[src/rtl/eth_tx_arb.sv]
// Packet-level round-robin arbiter that merges two 64-bit AXI-Stream sources onto one MAC TX stream.
// The grant is held for a whole packet. Packets longer than MAX_BEATS are cut short, marked bad and drained.
module eth_tx_arb #(
  parameter int MAX_BEATS = 190,
  parameter int CNT_W     = 16
) (
  input  logic             clk156,
  input  logic             eth_rst_n,
  input  logic             tx_enable,

  input  logic             s_axis_p0_tvalid,
  output logic             s_axis_p0_tready,
  input  logic [63:0]      s_axis_p0_tdata,
  input  logic [7:0]       s_axis_p0_tkeep,
  input  logic             s_axis_p0_tlast,
  input  logic             s_axis_p0_tuser,

  input  logic             s_axis_p1_tvalid,
  output logic             s_axis_p1_tready,
  input  logic [63:0]      s_axis_p1_tdata,
  input  logic [7:0]       s_axis_p1_tkeep,
  input  logic             s_axis_p1_tlast,
  input  logic             s_axis_p1_tuser,

  output logic             m_axis_tx0_tvalid,
  input  logic             m_axis_tx0_tready,
  output logic [63:0]      m_axis_tx0_tdata,
  output logic [7:0]       m_axis_tx0_tkeep,
  output logic             m_axis_tx0_tlast,
  output logic             m_axis_tx0_tuser,

  output logic [CNT_W-1:0] pkt_cnt0,
  output logic [CNT_W-1:0] pkt_cnt1,
  output logic [7:0]       trunc_cnt,
  output logic [7:0]       debug
);

  typedef enum logic [1:0] {
    ST_IDLE = 2'd0,
    ST_PASS = 2'd1,
    ST_DROP = 2'd2
  } state_t;

  localparam int             BW        = $clog2(MAX_BEATS);
  localparam logic [BW-1:0]  LAST_BEAT = BW'(MAX_BEATS - 1);

  state_t           r_state;
  state_t           w_next_state;
  logic             r_grant;
  logic             r_last_grant;
  logic [BW-1:0]    r_beat_cnt;
  logic [CNT_W-1:0] r_pkt_cnt0;
  logic [CNT_W-1:0] r_pkt_cnt1;
  logic [7:0]       r_trunc_cnt;

  logic             w_sel_valid;
  logic             w_sel_last;
  logic             w_sel_user;
  logic [63:0]      w_sel_data;
  logic [7:0]       w_sel_keep;
  logic             w_pick;
  logic             w_any_req;
  logic             w_hs;
  logic             w_trunc_beat;
  logic             w_drop_last;
  logic             w_pkt_done;
  logic             w_pkt_end;

  // Source mux driven only by the registered grant, so the output path has no arbitration logic in it.
  assign w_sel_valid = r_grant ? s_axis_p1_tvalid : s_axis_p0_tvalid;
  assign w_sel_last  = r_grant ? s_axis_p1_tlast  : s_axis_p0_tlast;
  assign w_sel_user  = r_grant ? s_axis_p1_tuser  : s_axis_p0_tuser;
  assign w_sel_data  = r_grant ? s_axis_p1_tdata  : s_axis_p0_tdata;
  assign w_sel_keep  = r_grant ? s_axis_p1_tkeep  : s_axis_p0_tkeep;

  // Prefer the port that did not win last time, else whichever one is requesting.
  assign w_pick    = r_last_grant ? ~s_axis_p0_tvalid : s_axis_p1_tvalid;
  assign w_any_req = s_axis_p0_tvalid | s_axis_p1_tvalid;

  assign w_hs         = (r_state == ST_PASS) && w_sel_valid && m_axis_tx0_tready;
  assign w_trunc_beat = (r_state == ST_PASS) && (r_beat_cnt == LAST_BEAT) && !w_sel_last;
  assign w_drop_last  = (r_state == ST_DROP) && w_sel_valid && w_sel_last;
  assign w_pkt_end    = w_hs && (w_sel_last || w_trunc_beat);
  assign w_pkt_done   = (w_hs && w_sel_last) || w_drop_last;

  // State register
  always_ff @(posedge clk156) begin
    // NOTE: sequential state uses non-blocking assignments so every register samples pre-edge values.
    if (!eth_rst_n) begin
      r_state      <= ST_IDLE;
      r_grant      <= 1'b0;
      r_last_grant <= 1'b1;
    end else begin
      r_state <= w_next_state;
      if (r_state == ST_IDLE && w_next_state == ST_PASS) r_grant <= w_pick;
      if (w_pkt_end) r_last_grant <= r_grant;
    end
  end

  // Next-state logic
  always_comb begin
    // NOTE: a default assignment ahead of the case keeps every path assigned, so no latch is inferred.
    w_next_state = r_state;
    case (r_state)
      ST_IDLE: if (tx_enable && w_any_req) w_next_state = ST_PASS;
      ST_PASS: begin
        if (w_hs && w_sel_last)        w_next_state = ST_IDLE;
        else if (w_hs && w_trunc_beat) w_next_state = ST_DROP;
      end
      ST_DROP: if (w_drop_last) w_next_state = ST_IDLE;
      default: w_next_state = ST_IDLE;
    endcase
  end

  // Output logic
  always_comb begin
    m_axis_tx0_tvalid = 1'b0;
    s_axis_p0_tready  = 1'b0;
    s_axis_p1_tready  = 1'b0;
    case (r_state)
      ST_PASS: begin
        m_axis_tx0_tvalid = w_sel_valid;
        if (r_grant) s_axis_p1_tready = m_axis_tx0_tready;
        else         s_axis_p0_tready = m_axis_tx0_tready;
      end
      ST_DROP: begin
        if (r_grant) s_axis_p1_tready = 1'b1;
        else         s_axis_p0_tready = 1'b1;
      end
      default: ;
    endcase
  end

  assign m_axis_tx0_tdata = w_sel_data;
  assign m_axis_tx0_tkeep = w_sel_keep;
  assign m_axis_tx0_tlast = w_sel_last | w_trunc_beat;
  assign m_axis_tx0_tuser = w_sel_user | w_trunc_beat;

  // Beat position within the packet and the statistics counters
  always_ff @(posedge clk156) begin
    if (!eth_rst_n) begin
      r_beat_cnt  <= '0;
      r_pkt_cnt0  <= '0;
      r_pkt_cnt1  <= '0;
      r_trunc_cnt <= '0;
    end else begin
      if (w_pkt_end)  r_beat_cnt <= '0;
      else if (w_hs)  r_beat_cnt <= r_beat_cnt + BW'(1);

      if (w_pkt_done) begin
        if (r_grant) r_pkt_cnt1 <= r_pkt_cnt1 + CNT_W'(1);
        else         r_pkt_cnt0 <= r_pkt_cnt0 + CNT_W'(1);
      end

      if (w_hs && w_trunc_beat && r_trunc_cnt != 8'hFF) r_trunc_cnt <= r_trunc_cnt + 8'd1;
    end
  end

  assign pkt_cnt0  = r_pkt_cnt0;
  assign pkt_cnt1  = r_pkt_cnt1;
  assign trunc_cnt = r_trunc_cnt;
  assign debug     = {r_state, r_grant, r_last_grant, r_trunc_cnt[3:0]};

endmodule

[config.mk]
export PLATFORM = sky130hd
export DESIGN_NAME = eth_tx_arb
export DESIGN_NICKNAME = d
export VERILOG_FILES = /design/src/rtl/eth_tx_arb.sv
export SDC_FILE = /design/constraint.sdc
export NUM_CORES = 1
export LEC_CHECK = 0
export ABC_CLOCK_PERIOD_IN_PS = 2700
export BUFFER_PORTS_ARGS = -buffer_cell sky130_fd_sc_hd__buf_2
export CORE_AREA = 2 2 109 111
export CTS_BUF_LIST = sky130_fd_sc_hd__clkbuf_4 sky130_fd_sc_hd__clkbuf_8 sky130_fd_sc_hd__clkbuf_16
export CTS_CLUSTER_DIAMETER = 40
export DETAILED_ROUTE_END_ITERATION = 12
export DIE_AREA = 0 0 111 113
export PLACE_DENSITY = 0.66
export SYNTH_ARGS = -nofsm -noshare
export SYNTH_HDL_FRONTEND = slang
export SYNTH_SLANG_ARGS = --single-unit
[constraint.sdc]
create_clock -name clk156 -period 2.7 [get_ports clk156]
set_clock_uncertainty 0.05 [all_clocks]
set_input_delay 0.54 -clock clk156 [delete_from_list [all_inputs] [get_ports clk156]]
set_output_delay 0.54 -clock clk156 [all_outputs]
set_load 0.005 [all_outputs]
==> results.toml <==
[floorplanning]
dieWidth_microns = 111
fp.dieArea_sq_um = 12500
dieHeight_microns = 113
io_pins = 279
core-area_sq_um = 11300
rows = 39
initial_utilization_pct = 31.3

[drt]
num_vias = 3832
finalWirelength_microns = 14700
wl_per_cell_microns = 18.5
ant_nets = 0
drt-pass1-iter-count = 4
drc_errors = 0
avgViaCountPerCell = 4.83
drt_iter0_drc = 202

[logic_synthesis]
netlist_area_sq_um = 3530
syn_avg_cell_area_sq_um = 9.25
synth-seq-cells = 52
syn_nets = 545
synth_xor_area_share_pct = 10.2
ys_top_cells_by_area = "dfxtp_1 29%, mux2_2 23%, and2_1 6.2%, xor2_1 5.2%, xnor2_1 5.0%"
synthAdderAreaFrac_pct = 3.19
synth.top_cell.area_share_pct = 29.5
async_reset_ff_share_pct = 0
synth_ff_type = "dfxtp_1"
yosys.area_share.simple_pct = 23.9
synth_top_family_by_area = "multiplexers"
synth_mux_area_share_pct = 24.7
synth_top_area_cell = "dfxtp_1"
synth_cells = 382
synth-edff-count = 0
synth.distinct_cells = 43
synth-compound-area-share_pct = 4.07
ys_warn_count = 0
yosysSeqAreaShare_pct = 29.5

[sta]
finalCritPeriodShare_pct = 95.2
final.min_clock_period_ps = 2570
setup_tns_ps = 0
worstMarginPinSlew_ps = 665
hold_viol_final = 0
rsz0062_at_grt = "no"
slew_headroom_pct = 55.3
slew_violations = 0
setup_viol = 0
clock.fmax_ghz = 0.389

[cts]
worstSkewPairLatency_ps = 290
cts_root_buf = "clkbuf_16"
clkTransAtPathRegs_ps = 70
numCtsBuffers = 5
clockBufferDepth = 2
hold_buffers = 0
htree_levels = 2
cts_tree = "done"
cts.sinks = 52

[power]
ir_drop_uv = 368
power.density_nw_per_um2 = 416
p_total_mw = 2.17
p_leak_nw = 2.59

[worst_setup_path]
cp-endpoint = "m_axis_tx0_tuser"
setup.worst_path.class = "reg -> out"
cp.required_ps = 2110
arrival_ps = 1980
r2r_cells = 7
reg2reg_to = "pkt_cnt1[15]"
cp_max_fo = 8
cp-start-kind = "flop"
timing.rr.start = "r_state[1]"
r2r_slack_ps = 300
crit_path_start = "r_state[1]"
cp-end-kind = "primary output"

[grt]
grt-ovfl-total = 0
grt_pass1_wl_microns = 20900
grt_usage_pct = 21.9
grt_max_degree = 33
grt_pass1_vias = 3656
grt_antenna_before_repair = 4

[flow_run]
max_cap_viol_count = 0

[placed_design]
dp.final_hpwl_microns = 12500
gp_congestion = 1.06
portBuffers = 278

[layout]
drive_above_1_share_pct = 56.9
nets = 811
syn_to_final_growth_pct = 47.7

[hold_path]
worstHoldPathType = "reg -> reg"

[run_status]
status = "complete, no violations"
==> cells in the final DEF (no fill, tap or decap), types with 4 or more instances in the layout <==
master,count
ha_1,9
dfxtp_1,51
mux2i_1,6
clkbuf_16,6
o21ai_0,4
nor2b_1,4
buf_2,278
xnor2_1,20
nand3_1,20
nor3b_1,6
nand4_1,10
nor2_1,12
a21oi_1,4
buf_4,5
nor3_1,10
xor2_1,21
and2_1,35
inv_1,11
nand2_1,25
nor4_1,5
mux2_2,72
==> worst max-delay path, stage by stage (launching register included) <==
cell	delay [ps]
dfxtp_1	380
inv_1	130
ha_1	310
and4b_1	260
nand3_1	340
nand2_1	150
buf_2	120
==> cells in the mapped netlist, drive strengths merged, types with 4 or more instances <==
cell type	number
xnor2	20
nor3b	6
clkbuf	10
o21ai	4
buf	14
nor2	12
ha	9
dfxtp	52
nand3	20
and2	35
a21oi	5
nand4	10
nand2	25
mux2	72
nor3	11
inv	11
mux2i	6
nor2b	4
xor2	21
nor4	7
==> per-layer routing <==
layer | global-route usage (%) | wire length (microns) | vias up
li1 | - | - | 1865
met1 | 28.4 | 5730 | 1782
met2 | 34.6 | 6790 | 167
met3 | 8.03 | 1890 | 16
met4 | 5.83 | 241 | 2
met5 | 0 | 13 | -
==> stage by stage <==
| stage | instances | worst slack, ps | hold WS, ps | utilization [%] | area (sq um) |
|---|---|---|---|---|---|
| floorplan | 382 | 456 | 422 | - | 3530 |
| global placement | 784 | 393 | 447 | 44.6 | 5020 |
| detailed placement | 784 | 310 | 456 | 44.6 | 5020 |
| CTS | 791 | 63.1 | 468 | 46.2 | 5200 |
| global route | 791 | 12.0 | 501 | 46.2 | 5210 |
| finish | 793 | 128 | 473 | 46.3 | 5220 |
==> registers in the layout, summed over array words and instances (netlist names) <==
signal,count
pkt_cnt0,16
pkt_cnt1,16
r_beat_cnt,8
r_grant,1
r_last_grant,1
r_state,2
trunc_cnt,8
==> area by class of cell <==
class / instances / area, sq um
well taps: 143 / 179
multi-input cells: 295 / 2340
repair buffers: 283 / 1430
flip-flops and latches: 52 / 1040
clock buffers: 6 / 150
inverters: 11 / 41.3
diodes: 2 / 5.00
fillers: 1105 / 6060
clock inverters: 1 / 30.0
==> worst min path at each step <==
stage / from / endpoint / slack [ps] / cells past startpoint
floorplan: r_beat_cnt[7] / r_beat_cnt[7] / 420 / 2
global route: pkt_cnt1[1] / pkt_cnt1[1] / 500 / 2
global placement: pkt_cnt1[5] / pkt_cnt1[5] / 450 / 2
detailed placement: r_beat_cnt[7] / r_beat_cnt[7] / 460 / 2
finish: r_last_grant / r_last_grant / 470 / 2
CTS: r_last_grant / r_last_grant / 470 / 2
==> power breakdown <==
group / switching (mW) / internal (mW)
logic: 0.278 / 0.338
registers: 0.0147 / 0.773
clock network: 0.278 / 0.489
total: 0.570 / 1.60
==> logic make-up after synthesis <==
logic type,after synthesis
AND/OR/NAND/NOR,146
multiplexers,78
flip-flops,52
XOR/XNOR,41
buffers and inverters,35
AO/OA/AOI/OAI,21
adder cells (fa/ha/maj),9
==> timing repair <==
item                                   CTS  global route
gates resized for setup                  0             1
setup endpoints to repair                0             1
buffers inserted                         0             0
endpoints found under the hold margin    0             0
Power figures use the tool's default switching activity.
